===== src/rtl/lsu_pkg.sv =====
// Shared types and memory geometry for the load/store controller.
package lsu_pkg;

  localparam int MEM_AW = 10;

  typedef enum logic [1:0] {
    SZ_BYTE = 2'b00,
    SZ_HALF = 2'b01,
    SZ_WORD = 2'b10
  } lsu_size_e;

  typedef enum logic [2:0] {
    ST_IDLE,
    ST_LOAD,
    ST_RMW_RD,
    ST_WRITE,
    ST_RESP
  } lsu_state_e;

endpackage


===== src/rtl/lsu_ctrl_if.sv =====
// CPU request/response and data-memory signals of the load/store controller.
interface lsu_ctrl_if;
  import lsu_pkg::*;

  logic              req_valid_i;
  logic              req_ready_o;
  logic              req_we_i;
  logic [1:0]        req_size_i;
  logic              req_unsigned_i;
  logic [31:0]       req_addr_i;
  logic [31:0]       req_wdata_i;
  logic              rsp_valid_o;
  logic              rsp_ready_i;
  logic [31:0]       rsp_rdata_o;
  logic              rsp_err_o;
  logic [MEM_AW-1:0] mem_addr_o;
  logic [31:0]       mem_wdata_o;
  logic              mem_wren_o;
  logic [31:0]       mem_rdata_i;

  modport slave (
    input  req_valid_i, req_we_i, req_size_i, req_unsigned_i, req_addr_i, req_wdata_i,
    input  rsp_ready_i, mem_rdata_i,
    output req_ready_o, rsp_valid_o, rsp_rdata_o, rsp_err_o,
    output mem_addr_o, mem_wdata_o, mem_wren_o
  );

  modport master (
    output req_valid_i, req_we_i, req_size_i, req_unsigned_i, req_addr_i, req_wdata_i,
    output rsp_ready_i, mem_rdata_i,
    input  req_ready_o, rsp_valid_o, rsp_rdata_o, rsp_err_o,
    input  mem_addr_o, mem_wdata_o, mem_wren_o
  );
endinterface


===== src/rtl/lsu_align.sv =====
// Combinational lane handling: load extract/extend and store lane insert.
module lsu_align
  import lsu_pkg::*;
(
  input  logic [31:0] ld_word,
  input  logic [1:0]  addr_lo,
  input  logic [1:0]  size,
  input  logic        uns,
  output logic [31:0] ld_data,
  input  logic [31:0] st_old,
  input  logic [31:0] st_wdata,
  output logic [31:0] st_word
);

  logic [7:0]  byte_v;
  logic [15:0] half_v;

  always_comb begin
    byte_v  = ld_word[{addr_lo, 3'b000} +: 8];
    half_v  = addr_lo[1] ? ld_word[31:16] : ld_word[15:0];
    ld_data = ld_word;
    case (size)
      SZ_BYTE: ld_data = {{24{~uns & byte_v[7]}}, byte_v};
      SZ_HALF: ld_data = {{16{~uns & half_v[15]}}, half_v};
      default: ld_data = ld_word;
    endcase
  end

  always_comb begin
    st_word = st_old;
    case (size)
      SZ_BYTE: st_word[{addr_lo, 3'b000} +: 8] = st_wdata[7:0];
      SZ_HALF: begin
        if (addr_lo[1]) st_word[31:16] = st_wdata[15:0];
        else            st_word[15:0]  = st_wdata[15:0];
      end
      default: st_word = st_wdata;
    endcase
  end

endmodule


===== src/rtl/lsu_ctrl.sv =====
// Load/store controller: byte/half/word CPU accesses onto a word-wide single-port memory.
// Define LSU_CTRL_MISALIGN_CHK_EN to reject misaligned half/word accesses.
module lsu_ctrl
  import lsu_pkg::*;
(
  input  logic       clk_i,
  input  logic       rst_ni,
  lsu_ctrl_if.slave  bus
);

  lsu_state_e        state_q, state_d;
  logic              ready_c;
  logic              req_err;
  logic              misalign;
  logic [1:0]        size_q;
  logic              uns_q;
  logic [1:0]        lo_q;
  logic [MEM_AW-1:0] addr_q;
  logic [31:0]       wdata_q;
  logic [31:0]       rdata_q;
  logic              err_q;
  logic [31:0]       ld_data;
  logic [31:0]       st_word;

`ifdef LSU_CTRL_MISALIGN_CHK_EN
  assign misalign = ((bus.req_size_i == SZ_HALF) && bus.req_addr_i[0]) ||
                    ((bus.req_size_i == SZ_WORD) && (bus.req_addr_i[1:0] != 2'b00));
`else
  assign misalign = 1'b0;
`endif

  assign req_err = (bus.req_size_i == 2'b11) || (|bus.req_addr_i[31:12]) || misalign;

  always_ff @(posedge clk_i or negedge rst_ni) begin
    if (!rst_ni) state_q <= ST_IDLE;
    else         state_q <= state_d;
  end

  always_comb begin
    state_d         = state_q;
    ready_c         = 1'b0;
    bus.rsp_valid_o = 1'b0;
    bus.mem_wren_o  = 1'b0;
    case (state_q)
      ST_IDLE: begin
        ready_c = 1'b1;
        if (bus.req_valid_i) begin
          if (req_err)                      state_d = ST_RESP;
          else if (!bus.req_we_i)           state_d = ST_LOAD;
          else if (bus.req_size_i == SZ_WORD) state_d = ST_WRITE;
          else                              state_d = ST_RMW_RD;
        end
      end
      ST_LOAD:   state_d = ST_RESP;
      ST_RMW_RD: state_d = ST_WRITE;
      ST_WRITE: begin
        bus.mem_wren_o = 1'b1;
        state_d        = ST_RESP;
      end
      ST_RESP: begin
        bus.rsp_valid_o = 1'b1;
        if (bus.rsp_ready_i) state_d = ST_IDLE;
      end
      default: state_d = ST_IDLE;
    endcase
  end

  // Visible outputs reset with the controller; rdata is cleared on accept so stores/errors return 0.
  always_ff @(posedge clk_i or negedge rst_ni) begin
    if (!rst_ni) begin
      addr_q  <= '0;
      wdata_q <= '0;
      rdata_q <= '0;
      err_q   <= 1'b0;
    end else begin
      case (state_q)
        ST_IDLE: if (bus.req_valid_i) begin
          addr_q  <= bus.req_addr_i[11:2];
          wdata_q <= bus.req_wdata_i;
          rdata_q <= '0;
          err_q   <= req_err;
        end
        ST_LOAD:   rdata_q <= ld_data;
        ST_RMW_RD: wdata_q <= st_word;
        default: ;
      endcase
    end
  end

  always_ff @(posedge clk_i) begin
    if (state_q == ST_IDLE && bus.req_valid_i) begin
      size_q <= bus.req_size_i;
      uns_q  <= bus.req_unsigned_i;
      lo_q   <= bus.req_addr_i[1:0];
    end
  end

  lsu_align u_align (
    .ld_word  (bus.mem_rdata_i),
    .addr_lo  (lo_q),
    .size     (size_q),
    .uns      (uns_q),
    .ld_data  (ld_data),
    .st_old   (bus.mem_rdata_i),
    .st_wdata (wdata_q),
    .st_word  (st_word)
  );

  assign bus.req_ready_o = ready_c & rst_ni;
  assign bus.rsp_rdata_o = rdata_q;
  assign bus.rsp_err_o   = err_q;
  assign bus.mem_addr_o  = addr_q;
  assign bus.mem_wdata_o = wdata_q;

endmodule


===== src/flat_wrapper.sv =====
// flat-port wrapper written by rule: the top's interface ports become plain ports
module lsu_ctrl_flat import lsu_pkg::*;
  (clk_i, rst_ni, bus_req_valid_i, bus_req_we_i, bus_req_size_i, bus_req_unsigned_i, bus_req_addr_i, bus_req_wdata_i, bus_rsp_ready_i, bus_mem_rdata_i, bus_req_ready_o, bus_rsp_valid_o, bus_rsp_rdata_o, bus_rsp_err_o, bus_mem_addr_o, bus_mem_wdata_o, bus_mem_wren_o);
  lsu_ctrl_if bus_i ();
  input  logic clk_i;
  input  logic rst_ni;
  input wire logic [$bits(bus_i.req_valid_i)-1:0] bus_req_valid_i;
  input wire logic [$bits(bus_i.req_we_i)-1:0] bus_req_we_i;
  input wire logic [$bits(bus_i.req_size_i)-1:0] bus_req_size_i;
  input wire logic [$bits(bus_i.req_unsigned_i)-1:0] bus_req_unsigned_i;
  input wire logic [$bits(bus_i.req_addr_i)-1:0] bus_req_addr_i;
  input wire logic [$bits(bus_i.req_wdata_i)-1:0] bus_req_wdata_i;
  input wire logic [$bits(bus_i.rsp_ready_i)-1:0] bus_rsp_ready_i;
  input wire logic [$bits(bus_i.mem_rdata_i)-1:0] bus_mem_rdata_i;
  output wire logic [$bits(bus_i.req_ready_o)-1:0] bus_req_ready_o;
  output wire logic [$bits(bus_i.rsp_valid_o)-1:0] bus_rsp_valid_o;
  output wire logic [$bits(bus_i.rsp_rdata_o)-1:0] bus_rsp_rdata_o;
  output wire logic [$bits(bus_i.rsp_err_o)-1:0] bus_rsp_err_o;
  output wire logic [$bits(bus_i.mem_addr_o)-1:0] bus_mem_addr_o;
  output wire logic [$bits(bus_i.mem_wdata_o)-1:0] bus_mem_wdata_o;
  output wire logic [$bits(bus_i.mem_wren_o)-1:0] bus_mem_wren_o;
  assign bus_i.req_valid_i = bus_req_valid_i;
  assign bus_i.req_we_i = bus_req_we_i;
  assign bus_i.req_size_i = bus_req_size_i;
  assign bus_i.req_unsigned_i = bus_req_unsigned_i;
  assign bus_i.req_addr_i = bus_req_addr_i;
  assign bus_i.req_wdata_i = bus_req_wdata_i;
  assign bus_i.rsp_ready_i = bus_rsp_ready_i;
  assign bus_i.mem_rdata_i = bus_mem_rdata_i;
  assign bus_req_ready_o = bus_i.req_ready_o;
  assign bus_rsp_valid_o = bus_i.rsp_valid_o;
  assign bus_rsp_rdata_o = bus_i.rsp_rdata_o;
  assign bus_rsp_err_o = bus_i.rsp_err_o;
  assign bus_mem_addr_o = bus_i.mem_addr_o;
  assign bus_mem_wdata_o = bus_i.mem_wdata_o;
  assign bus_mem_wren_o = bus_i.mem_wren_o;
  lsu_ctrl u_core (.clk_i(clk_i), .rst_ni(rst_ni), .bus(bus_i));
endmodule

===== config.mk =====
export PLATFORM = sky130hd
export DESIGN_NAME = lsu_ctrl_flat
export DESIGN_NICKNAME = d
export VERILOG_FILES = /design/src/rtl/lsu_pkg.sv /design/src/rtl/lsu_ctrl_if.sv /design/src/rtl/lsu_align.sv /design/src/rtl/lsu_ctrl.sv /design/src/flat_wrapper.sv
export SDC_FILE = /design/constraint.sdc
export NUM_CORES = 1
export LEC_CHECK = 0
export CAP_MARGIN = 20
export CORE_MARGIN = 2
export CORE_UTILIZATION = 44
export CTS_CLUSTER_SIZE = 24
export DETAILED_ROUTE_END_ITERATION = 7
export GPL_ROUTABILITY_DRIVEN = 0
export PLACE_DENSITY = 0.86
export SLEW_MARGIN = 25
export SYNTH_ARGS = -nofsm -noshare
export SYNTH_HDL_FRONTEND = slang
export SYNTH_SLANG_ARGS = --single-unit

===== constraint.sdc =====
create_clock -name clk_i -period 2.6 [get_ports clk_i]
set_input_delay 0.52 -clock clk_i [delete_from_list [all_inputs] [get_ports clk_i]]
set_output_delay 0.52 -clock clk_i [all_outputs]
set_load 0.02 [all_outputs]

==> results.sh <==
export IMPL_clk_pin_slew_ns=0.08
export IMPL_synth_warnings=0
export IMPL_synthXorXnorAreaFrac=0
export IMPL_endpoint="bus_mem_wren_o"
export IMPL_internal_power_mw=2.49
export IMPL_synthSimpleGateAreaFrac=0.127
export IMPL_cp_num_cells=3
export IMPL_critPathBufInv=1
export IMPL_grt_max_degree=79
export IMPL_fin_skew_ns=0.0147
export IMPL_rsz0062_at_grt="no"
export IMPL_r2r_end="u_core.bus.rsp_rdata_o[28]"
export IMPL_antenna_left=0
export IMPL_rrSetupSlack_ns=0.36
export IMPL_vias=4475
export IMPL_min_period_over_period=0.921
export IMPL_dieArea_um2=11200
export IMPL_syn_nets=545
export IMPL_crit_slowest_cell="clkdlybuf4s50_1"
export IMPL_grtUsageTotal=0.265
export IMPL_diodes=0
export IMPL_syn_to_final_growth_pct=47.3
export IMPL_tightestPinTransition_ns=0.705
export IMPL_yosys_top_cells_area="dfrtp_1 43%, mux2_2 6.4%, mux2i_1 3.5%"
export IMPL_htreeDepth=3
export IMPL_cts_sinks=83
export IMPL_antenna_found_initial=0
export IMPL_synth_top_family_by_area="compound AO/OA/AOI/OAI gates"
export IMPL_p_leak_nw=2.71
export IMPL_core_um2=10200
export IMPL_port_buffers=181
export IMPL_cts_tree="yes"
export IMPL_start_kind="flop"
export IMPL_dp_hpwl_um=11500
export IMPL_seq_power_share=0.441
export IMPL_setup_violations_final=0
export IMPL_grt_first_pass_wirelength_um=23300
export IMPL_synth_area_mux_share=0.0988
export IMPL_cts_root_buffer="clkbuf_8"
export IMPL_layout_commonest_cell="clkdlybuf4s50_1"
export IMPL_grt_pass1_vias=4422
export IMPL_fmax_mhz=418
export IMPL_dpl_cell_area_um2=6550
export IMPL_power_frac_clock=0.252
export IMPL_synth_cell_types=51
export IMPL_wl_um=15000
export IMPL_avgSynthCellArea_um2=10.5
export IMPL_cp_required_ns=2.08
export IMPL_comb_power_share=0.307
export IMPL_drc=0
export IMPL_synth_seq_cells=83
export IMPL_crit_path_max_incr_delay_ns=0.60
export IMPL_pin_count=182
export IMPL_path_cells="nor2b_1, and2_1, clkdlybuf4s50_1"
export IMPL_yosys_area_top_type="dfrtp_1"
export IMPL_mostFrequentLayoutCells="179 x clkdlybuf4s50_1, 78 x dfrtp_1, 28 x nor2_1"
export IMPL_cp_startpoint="u_core.state_q[0]"
export IMPL_status="finished, final reports clean"
export IMPL_drt_iter0_markers=475
export IMPL_p_per_area_nw_per_um2=542
export IMPL_hold_path_class="in -> async"
export IMPL_postSynthCellCount=436
export IMPL_endpoint_kind="primary output"
export IMPL_criticalPathCategory="reg -> out"
export IMPL_period_needed_ns=2.39
export IMPL_layout_drive_gt1_share=0.125
export IMPL_synth_main_ff_cell="dfrtp_1"
export IMPL_cts_hold_buffers=0
export IMPL_reg2regPathDepth=4
export IMPL_seq_area_frac_synth=0.459
export IMPL_clock_latency_ns=0.35
export IMPL_initial_core_util=0.448
export IMPL_netlist_area_leader_share=0.426
export IMPL_swShare=0.319
export IMPL_synthAdderAreaFrac=0.0137
export IMPL_relSlewSlack=0.529
export IMPL_synthesis_area_um2=4580
export IMPL_num_rows=37
export IMPL_p_switching_mw=1.17
export IMPL_peakVddDrop_mv=0.345
export IMPL_postLayoutCellArea_um2=6750
export IMPL_final_nets=720
export IMPL_clk_path_buf_depth=2
export IMPL_async_flop_share=0.940
export IMPL_vias_per_cell=5.95
export IMPL_synth_compound_area_frac=0.265
export IMPL_maxSlewViolCount=0
export IMPL_die_h_um=106
export IMPL_maxCapViolCount=0
export IMPL_fin_tns_setup_ns=0
export IMPL_cts_inserted_buffers=9
export IMPL_cp_max_fo=6
export IMPL_arrival_ns=1.87
export IMPL_synth_edff_count=5
export IMPL_r2r_start="u_core.state_q[0]"
export IMPL_hold_viol_final=0
export IMPL_die_w_um=106
export IMPL_drt_pre_antenna_iters=6
export IMPL_wire_per_inst_um=19.9
export IMPL_grt_overflow=0
export IMPL_cp_top_family="buffers and inverters"
metal layers:
layer  up-vias  wire length, um  share of wire  GRT usage
met5         -                0              0          0
met4         0              391          0.026     0.0865
met3        37             1340          0.089     0.0558
met2       297             7080           0.47      0.431
met1      2105             6190           0.41      0.356
li1       2036                -              -          -
state kept, by name (all words and copies together), names as in the netlist:
name / flops
u_core.bus.rsp_rdata_o: 32
u_core.uns_q: 1
u_core.bus.mem_wdata_o: 32
u_core.bus.rsp_err_o: 1
u_core.size_q: 2
u_core.bus.mem_addr_o: 10
u_core.lo_q: 2
u_core.state_q: 3
per-stage QoR:
stage	std cells	hold slack, ns	power (mW)	util	setup WS, ns
after floorplan	436	0.224	2.12	-	0.567
after global placement	736	0.488	2.71	0.640	0.166
after detailed placement	736	0.480	2.75	0.640	0.0494
after CTS	752	0.466	3.66	0.659	0.190
after global routing	752	0.354	3.82	0.660	0.0797
final	752	0.311	3.66	0.660	0.206
synthesized netlist by cell type, types with 8 or more instances:
library cell and count:
o31ai_1 9, dfrtp_1 78, nand2_1 17, a221o_1 15
mux2i_1 16, a22o_1 8, a211oi_1 8, a221o_2 10
a21oi_1 26, nand2b_1 21, mux2_2 26, a221oi_1 8
clkbuf_1 24, nor2_1 29, a32o_1 8, o21a_1 8
o21ai_0 27, nor2b_1 12
cell families (layout without fill, tap and decap cells):
logic type | after synthesis | count (layout)
multiplexers | 42 | 42
AND/OR/NAND/NOR | 108 | 108
adder cells (fa/ha/maj) | 5 | 5
flip-flops | 83 | 83
buffers and inverters | 40 | 220
AO/OA/AOI/OAI | 158 | 158
layout make-up:
cell class	instances	area, um^2
multi-input combinational	313	2320
timing repair buffer	198	1940
inverter	6	22.5
clock inverter	5	52.6
fill	782	3480
sequential	83	2100
tap	136	170
clock buffer	11	141
worst min-delay path by stage:
stage,cells after the start,to
final,2,u_core.bus.mem_wdata_o[27]
after CTS,2,u_core.bus.mem_wdata_o[19]
after detailed placement,1,u_core.bus.rsp_rdata_o[12]
after global routing,2,u_core.bus.mem_wdata_o[19]
after floorplan,0,u_core.bus.mem_addr_o[0]
after global placement,1,u_core.bus.rsp_rdata_o[8]
power groups by stage:
stage	registers (mW)	logic, mW	clock network, mW
after floorplan	1.76	0.363	0
after global placement	1.62	1.09	0
after detailed placement	1.63	1.12	0
after CTS	1.61	1.12	0.933
after global routing	1.63	1.20	0.988
final	1.61	1.12	0.921
what timing repair did:
action | CTS | global route
buffers inserted | 0 | 0
setup endpoints to repair | 1 | 16
gates resized for setup | 1 | 1
pin swaps | 0 | 0
hold endpoints to repair | 0 | 0
No activity file was read; power rests on OpenSTA's default activity.
